[src/rtl/hog_regs_pkg.sv]
// hog_regs_pkg: register map, bit positions, response codes and FSM states for the HOG control slave.
package hog_regs_pkg;
   localparam int C_DIM_WIDTH_DEF = 12;
   localparam logic [1:0] REG_CTRL   = 2'd0;
   localparam logic [1:0] REG_STATUS = 2'd1;
   localparam logic [1:0] REG_WIDTH  = 2'd2;
   localparam logic [1:0] REG_HEIGHT = 2'd3;
   localparam int CTRL_START  = 0;
   localparam int CTRL_IRQ_EN = 1;
   localparam int ST_BUSY     = 0;
   localparam int ST_DONE     = 1;
   localparam int ST_ERR      = 2;
   localparam logic [1:0] RESP_OKAY = 2'b00;
   typedef enum logic [1:0] {W_IDLE, W_COMMIT, W_RESP} w_state_t;
   typedef enum logic {R_IDLE, R_DATA} r_state_t;
endpackage

[src/rtl/hog_axil_regs.sv]
// hog_axil_regs: AXI4-Lite control/status slave feeding frame geometry and start to the HOG core.
module hog_axil_regs
   import hog_regs_pkg::*;
#(
   parameter int C_S_AXI_GP_DATA_WIDTH = 32,
   parameter int C_S_AXI_GP_ADDR_WIDTH = 4,
   parameter int C_DIM_WIDTH           = C_DIM_WIDTH_DEF
) (
   input  logic                             clk,
   input  logic                             rst,
   input  logic [C_S_AXI_GP_ADDR_WIDTH-1:0] s_axi_awaddr,
   input  logic [2:0]                       s_axi_awprot,
   input  logic                             s_axi_awvalid,
   output logic                             s_axi_awready,
   input  logic [C_S_AXI_GP_DATA_WIDTH-1:0] s_axi_wdata,
   input  logic [3:0]                       s_axi_wstrb,
   input  logic                             s_axi_wvalid,
   output logic                             s_axi_wready,
   output logic [1:0]                       s_axi_bresp,
   output logic                             s_axi_bvalid,
   input  logic                             s_axi_bready,
   input  logic [C_S_AXI_GP_ADDR_WIDTH-1:0] s_axi_araddr,
   input  logic [2:0]                       s_axi_arprot,
   input  logic                             s_axi_arvalid,
   output logic                             s_axi_arready,
   output logic [C_S_AXI_GP_DATA_WIDTH-1:0] s_axi_rdata,
   output logic [1:0]                       s_axi_rresp,
   output logic                             s_axi_rvalid,
   input  logic                             s_axi_rready,
   output logic [C_DIM_WIDTH-1:0]           cfg_width,
   output logic [C_DIM_WIDTH-1:0]           cfg_height,
   output logic                             cfg_start,
   input  logic                             core_busy,
   input  logic                             core_done,
   output logic                             irq
);
   localparam int DW = C_S_AXI_GP_DATA_WIDTH;

   w_state_t         w_state_q;
   r_state_t         r_state_q;
   logic             awready_q, wready_q, bvalid_q, aw_got_q, w_got_q;
   logic             arready_q, rvalid_q;
   logic [1:0]       aw_sel_q;
   logic [DW-1:0]    wdata_q, rdata_q, rd_mux, ctrl_rd, stat_rd, bm;
   logic [3:0]       wstrb_q;
   logic             irq_en_q, irq_en_d, done_q, done_d, err_q, err_d, cfg_start_q, cfg_start_d;
   logic [C_DIM_WIDTH-1:0] width_q, width_d, height_q, height_d;
   logic             aw_hs, w_hs, commit, wr_ctrl, wr_stat, start_wr, unused_ok;

   assign aw_hs  = s_axi_awvalid && awready_q;
   assign w_hs   = s_axi_wvalid && wready_q;
   assign commit = w_state_q == W_COMMIT;

   always_ff @(posedge clk or posedge rst)
      if (rst) begin
         w_state_q <= W_IDLE;
         awready_q <= 1'b0;
         wready_q  <= 1'b0;
         bvalid_q  <= 1'b0;
         aw_got_q  <= 1'b0;
         w_got_q   <= 1'b0;
         aw_sel_q  <= '0;
         wdata_q   <= '0;
         wstrb_q   <= '0;
      end else begin
         case (w_state_q)
            W_IDLE: begin
               if (aw_hs) begin
                  aw_sel_q <= s_axi_awaddr[3:2];
                  aw_got_q <= 1'b1;
               end
               if (w_hs) begin
                  wdata_q <= s_axi_wdata;
                  wstrb_q <= s_axi_wstrb;
                  w_got_q <= 1'b1;
               end
               awready_q <= !(aw_got_q || aw_hs);
               wready_q  <= !(w_got_q || w_hs);
               if ((aw_got_q || aw_hs) && (w_got_q || w_hs)) w_state_q <= W_COMMIT;
            end
            W_COMMIT: begin
               bvalid_q  <= 1'b1;
               aw_got_q  <= 1'b0;
               w_got_q   <= 1'b0;
               w_state_q <= W_RESP;
            end
            W_RESP:
               if (s_axi_bready) begin
                  bvalid_q  <= 1'b0;
                  awready_q <= 1'b1;
                  wready_q  <= 1'b1;
                  w_state_q <= W_IDLE;
               end
            default: w_state_q <= W_IDLE;
         endcase
      end

   // Read data is captured from pre-commit register state, so a same-cycle write is not visible yet.
   always_comb begin
      ctrl_rd = '0;
      ctrl_rd[CTRL_IRQ_EN] = irq_en_q;
      stat_rd = '0;
      stat_rd[ST_BUSY] = core_busy;
      stat_rd[ST_DONE] = done_q;
      stat_rd[ST_ERR]  = err_q;
      rd_mux = s_axi_araddr[3:2] == REG_CTRL   ? ctrl_rd :
               s_axi_araddr[3:2] == REG_STATUS ? stat_rd :
               s_axi_araddr[3:2] == REG_WIDTH  ? DW'(width_q) : DW'(height_q);
   end

   always_ff @(posedge clk or posedge rst)
      if (rst) begin
         r_state_q <= R_IDLE;
         arready_q <= 1'b0;
         rvalid_q  <= 1'b0;
         rdata_q   <= '0;
      end else if (r_state_q == R_IDLE) begin
         if (s_axi_arvalid && arready_q) begin
            arready_q <= 1'b0;
            rvalid_q  <= 1'b1;
            rdata_q   <= rd_mux;
            r_state_q <= R_DATA;
         end else arready_q <= 1'b1;
      end else if (s_axi_rready) begin
         rvalid_q  <= 1'b0;
         arready_q <= 1'b1;
         r_state_q <= R_IDLE;
      end

   always_comb begin
      for (int i = 0; i < DW / 8; i++) bm[8*i +: 8] = {8{wstrb_q[i]}};
      wr_ctrl     = commit && aw_sel_q == REG_CTRL && wstrb_q[0];
      wr_stat     = commit && aw_sel_q == REG_STATUS && wstrb_q[0];
      start_wr    = wr_ctrl && wdata_q[CTRL_START];
      irq_en_d    = wr_ctrl ? wdata_q[CTRL_IRQ_EN] : irq_en_q;
      cfg_start_d = start_wr && !core_busy;
      err_d       = (err_q && !(wr_stat && wdata_q[ST_ERR])) || (start_wr && core_busy);
      // A completion pulse coinciding with a DONE clear must not be lost.
      done_d      = (done_q && !(wr_stat && wdata_q[ST_DONE])) || core_done;
      width_d     = commit && aw_sel_q == REG_WIDTH ?
                    (width_q & ~bm[C_DIM_WIDTH-1:0]) | (wdata_q[C_DIM_WIDTH-1:0] & bm[C_DIM_WIDTH-1:0]) : width_q;
      height_d    = commit && aw_sel_q == REG_HEIGHT ?
                    (height_q & ~bm[C_DIM_WIDTH-1:0]) | (wdata_q[C_DIM_WIDTH-1:0] & bm[C_DIM_WIDTH-1:0]) : height_q;
   end

   always_ff @(posedge clk or posedge rst)
      if (rst) begin
         irq_en_q    <= 1'b0;
         done_q      <= 1'b0;
         err_q       <= 1'b0;
         cfg_start_q <= 1'b0;
         width_q     <= '0;
         height_q    <= '0;
      end else begin
         irq_en_q    <= irq_en_d;
         done_q      <= done_d;
         err_q       <= err_d;
         cfg_start_q <= cfg_start_d;
         width_q     <= width_d;
         height_q    <= height_d;
      end

   assign s_axi_awready = awready_q;
   assign s_axi_wready  = wready_q;
   assign s_axi_bvalid  = bvalid_q;
   assign s_axi_bresp   = RESP_OKAY;
   assign s_axi_arready = arready_q;
   assign s_axi_rvalid  = rvalid_q;
   assign s_axi_rdata   = rdata_q;
   assign s_axi_rresp   = RESP_OKAY;
   assign cfg_width     = width_q;
   assign cfg_height    = height_q;
   assign cfg_start     = cfg_start_q;
   assign irq           = irq_en_q && done_q;
   assign unused_ok     = ^{s_axi_awprot, s_axi_arprot, s_axi_awaddr[1:0], s_axi_araddr[1:0],
                            wdata_q[DW-1:C_DIM_WIDTH], bm[DW-1:C_DIM_WIDTH]};
endmodule
[config.mk]
export PLATFORM = sky130hd
export DESIGN_NAME = hog_axil_regs
export DESIGN_NICKNAME = d
export VERILOG_FILES = /design/src/rtl/hog_regs_pkg.sv /design/src/rtl/hog_axil_regs.sv
export SDC_FILE = /design/constraint.sdc
export NUM_CORES = 1
export LEC_CHECK = 0
export ABC_CLOCK_PERIOD_IN_PS = 5850
export CELL_PAD_IN_SITES_DETAIL_PLACEMENT = 1
export CELL_PAD_IN_SITES_GLOBAL_PLACEMENT = 2
export CORE_AREA = 2 2 104 106
export CTS_CLUSTER_DIAMETER = 60
export DETAILED_ROUTE_END_ITERATION = 6
export DIE_AREA = 0 0 106 108
export PLACE_DENSITY_LB_ADDON = 0.1
export RECOVER_POWER = 50
export SLEW_MARGIN = 0
export SYNTH_ARGS = -nofsm -noshare
export SYNTH_HDL_FRONTEND = slang
export SYNTH_SLANG_ARGS = --single-unit
[constraint.sdc]
create_clock -name clk -period 5.85 [get_ports clk]
set_clock_uncertainty 0.15 [all_clocks]
set_input_delay 1.4625 -clock clk [delete_from_list [all_inputs] [get_ports clk]]
set_output_delay 1.4625 -clock clk [all_outputs]
set_load 0.02 [all_outputs]
-- Word-level counts from Yosys, hierarchy flattened
Index checks and enable logic that the tools add are counted.
- equality and inequality tests: 12
- multiplexer cells: 24
- bitwise operators: 7
- reductions and logical operators: 43
- operators by type and width (kind ; number):
    bitwise AND 12 bit ; 3
    2-to-1 mux 12 bit ; 3
    bitwise OR 12 bit ; 2
    logical AND 1 bit ; 18
    AND reduction 2 bit ; 9
    2-to-1 mux 1 bit ; 13
    inverter 12 bit ; 1
    inequality test 2 bit, second input constant ; 5
    case mux 1 bit (2 select lines) ; 5
    equality test 2 bit, second input constant ; 4
    nonzero test 2 bit ; 4
    equality test 2 x 1 -> 1 bit, second input constant ; 3
    logical NOT 2 bit ; 3
    case mux 2 bit (3 select lines) ; 1
    logical NOT 1 bit ; 5
    logical OR 1 bit ; 4
    2-to-1 mux 2 bit ; 2
    inverter 1 bit ; 1
- register bits after elaboration: 86
- output and inout bits: 67

-- Depth between registers and ports, before layout
- depth after elaboration: 7
- gate-level depth with buffers: 4

-- Worst setup path after synthesis
OpenSTA, ideal clock, no wires.
- path kind: input -> register
- start point: input s_axi_wvalid
- end point: register wdata_q[0]
- setup time: 0.125 ns
- arrival: 2.344 ns
- required time: 5.575 ns
- setup slack: 3.231 ns
- cell stages on the path: 4
- buffers on the path: 1
- cells stage by stage: nand2_1 > nor3_4 > buf_2 > mux2_2
- word-level cells in the longest chain between the ends: 2
- ends and longest elaborated chain (what ; line ; RTL):
    from (decl) ; hog_axil_regs.sv:17 ; input logic s_axi_wvalid,
    logical AND 1 bit ; hog_axil_regs.sv:51 ; assign w_hs = s_axi_wvalid && wready_q;
    AND reduction 2 bit (no line) ; -- ;
    to (signal assigned) ; hog_axil_regs.sv:73 ; wdata_q <= s_axi_wdata;
    to (decl) ; hog_axil_regs.sv:44 ; logic [DW-1:0] wdata_q, rdata_q, rd_mux, ctrl_rd, stat_rd, bm;
Every way passes these cells.
A chain may end at the register's enable or synchronous reset.

==> impl_metrics.csv <==
group,metric,value,unit
pwr,peakVddDrop,0.1822,mV
timing,hold_violations,0,
cts,htreeDepth,3,
synthesis,synth_warnings,0,
status,violations,"max-capacitance violations, max-slew violations",
die,die_height,108,um
worst_setup_path,worst-path-buf-inv,3,
die,row_count,37,
global_routing,antenna_found_initial,0,
place,dp_hpwl,4.721,mm
route,drc_errors,0,
status,status,"complete, but fails checks",
place,io_buffers,69,
cts,cts_resized,0,
timing,worstMarginPinSlew,1.578,ns
worst_setup_path,worst-path-stages,3,
synthesis,synth-edff-count,0,
synthesis,syn_area_per_cell,13.19,um^2
pwr,power_leakage,1.700,nW
worst_setup_path,start_kind,"input port",
pwr,pwr-share-seq,40.4,%
worst_setup_path,critPathArrivalTime,3.69,ns
cts,cts_tree,"built",
route,dr.pass1.iters,4,
worst_setup_path,crit_fanout,39,
route,wl,6.794,mm
finish,num-nets-final,355,
synthesis,yosys.area.top_type,"dfrtp_1",
timing,fmax,297.0,MHz
finish,fillCellCount,1078,
timing,setup_violations,0,
cts,clkLatencyLatePin,0.33,ns
worst_setup_path,crit_chain,"dlygate4sd3_1, inv_1, buf_4",
global_routing,grt_overflow,0,
pwr,p_clk_share,19.0,%
pwr,comb_power_share,40.6,%
cts,cts_buffers,9,
cts,path_clk_slew,0.07,ns
die,die_w,106,um
die,core_area,10230,um^2
global_routing,grt.total_usage,12.81,%
place,placedCellCount,421,
worst_setup_path,critical_path_class,"input port to async pin",
synthesis,ys_ff_latch,66,
synthesis,yosysTopAreaCellShare,55.91,%
route,drt_iter0_drc,18,
timing,fin_crit,3.368,ns
timing,setup_tns,0,ns
route,routed_via_density,4.450,
cts,ctsRootBufferMaster,"clkbuf_8",
synthesis,postSynthCellCount,224,
timing,fin_ws,2.482,ns
hold_path,hp-class,"register to register",
timing,post-route-period-util,57.56,%
cts,cts_setup_buffers,0,
global_routing,grt_pass1_wl,11.18,mm
hold_path,worstHoldPathCells,2,
pwr,p_int,0.001350,W
route,ant_nets,0,
timing,finalMaxSlewViolations,49,
timing,relSlewSlack,-5.290,%
synthesis,synthArstFlopShare,100.0,%
synthesis,ys_types,37,
die,io_pins,126,
cts,cts.path.max_buffers,2,
timing,rsz0062_at_grt,"false",
finish,final_core_util,37.69,%
route,vias,1940,
place,gp_routability_congestion,0.6811,
route,wire_per_inst,15.58,um
worst_setup_path,required,6.17,ns
global_routing,first_global_vias,2018,
flow_run,maxCapViolations,2,
worst_setup_path,cp-end-kind,"async pin",
pwr,pwr_density_cell,538.5,nW/um^2
die,start_util,28.87,%
global_routing,grt_max_degree,40,
finish,n_antenna_cell,0,
synthesis,synth-seq-area-share,55.91,%
worst_setup_path,ff2ff_path_depth,3,
cts,hold_buffers,0,
worst_setup_path,path_delay_family,"buffers and inverters",
finish,final_cells,436,
finish,drive_gt1_share,21.00,%
finish,area_delta_synth_final,30.54,%
timing,whs,0.3334,ns
worst_setup_path,max_stage_delay,1.12,ns
synthesis,ys.flop_type,"dfrtp_1",
pwr,power.switching,0.0007269,W
cts,clock-sinks,66,
synthesis,syn_area,2954,um^2
worst_setup_path,critPathSlowestCell,"inv_1",
die,die_area,11450,um^2
place,place_ws,2.273,ns
synthesis,yosys-top-cells-area,"dfrtp_1 56%, mux2_2 17%, buf_4 6.4%",
pwr,netSwitchingFraction,35.01,%
cells in the final DEF, fill, tap and decap left out, types with 4 or more instances in the layout:
| master | netlist | routed |
|---|---|---|
| mux2i_1 | 9 | 9 |
| mux2_2 | 44 | 44 |
| a22o_1 | 9 | 9 |
| nand2_1 | 10 | 10 |
| clkbuf_8 | 0 | 12 |
| nor3_1 | 3 | 4 |
| a21oi_1 | 6 | 6 |
| clkdlybuf4s50_1 | 0 | 58 |
| dlygate4sd3_1 | 0 | 11 |
| dfrtp_1 | 66 | 66 |
| nor2_1 | 11 | 12 |
| conb_1 | 1 | 24 |
worst paths after layout:
path | startpoint | endpoint | slack, ns
max in group clk | s_axi_araddr[3] | s_axi_rdata[1]$_DFFE_PP0P_ | 2.65
min reg2reg | s_axi_rdata[0]$_DFFE_PP0P_ | s_axi_rdata[0]$_DFFE_PP0P_ | 0.33
max | rst | async pin | 2.48
min | s_axi_rdata[0]$_DFFE_PP0P_ | s_axi_rdata[0]$_DFFE_PP0P_ | 0.33
max reg2reg | w_state_q[1]$_DFFE_PP0P_ | register | 3.10
min in group asynchronous | rst | cfg_start$_DFF_PP0_ | 1.91
layer usage:
| layer | global-route usage [%] | part of all wire (%) | up-vias |
|---|---|---|---|
| li1 | - | - | 885 |
| met1 | 17.22 | 46 | 986 |
| met2 | 19.95 | 47 | 59 |
| met3 | 2.833 | 5.1 | 10 |
| met4 | 5.639 | 1.5 | 0 |
| met5 | 0 | 0 | - |
power groups by stage:
stage	logic, W	clock network (W)	registers, W
CTS	0.000874	0.000414	0.000851
global route	0.000911	0.000433	0.000886
global placement	0.000862	0	0.000855
detailed placement	0.000871	0	0.000859
finish	0.000844	0.000394	0.000839
floorplan	0.000399	0	0.000952
final cells by class:
cell class              instances  area (um^2)  share of cell area [%]
repair buffers                 70        698.2                   18.11
multi-input cells             146         1121                   29.07
clock inverters                 2        35.03                  0.9085
clock buffers                  13        168.9                   4.380
well taps                     136        170.2                   4.413
inverters                       3        11.26                  0.2920
flip-flops and latches         66         1652                   42.83
synth_stat cells, drive strengths merged, types with 2 or more instances:
library cell	number
nor3	5
clkbuf	3
o21ai	3
a21oi	6
buf	29
mux2	44
nand2	10
nand3b	2
a21o	2
and3b	2
nor2	12
dfrtp	66
a22o	9
o21a	3
nand2b	2
mux2i	9
inv	3
through the flow:
step                power (W)  cell area [um^2]
global placement     0.001717              3684
finish               0.002076              3856
detailed placement   0.001730              3684
global route         0.002229              3856
floorplan            0.001351              3040
CTS                  0.002139              3887
worst register-to-register path, delay by kind of cell, from the launching register on:
family / cells / cell delay (ns)
AND/OR/NAND/NOR: 2 / 1.52
flip-flops: 1 / 0.51
multiplexers: 1 / 0.44
cell families (layout without fill, tap and decap cells):
family	count (synthesis)	count (layout)	synth area share, %
flops	66	66	55.91
mux	54	54	20.58
simple gates	41	41	8.726
buf+inv	35	88	8.005
compound gates	27	27	6.650
other cells	1	24	0.1269
Note: power is estimated with default switching activity, not from simulation.
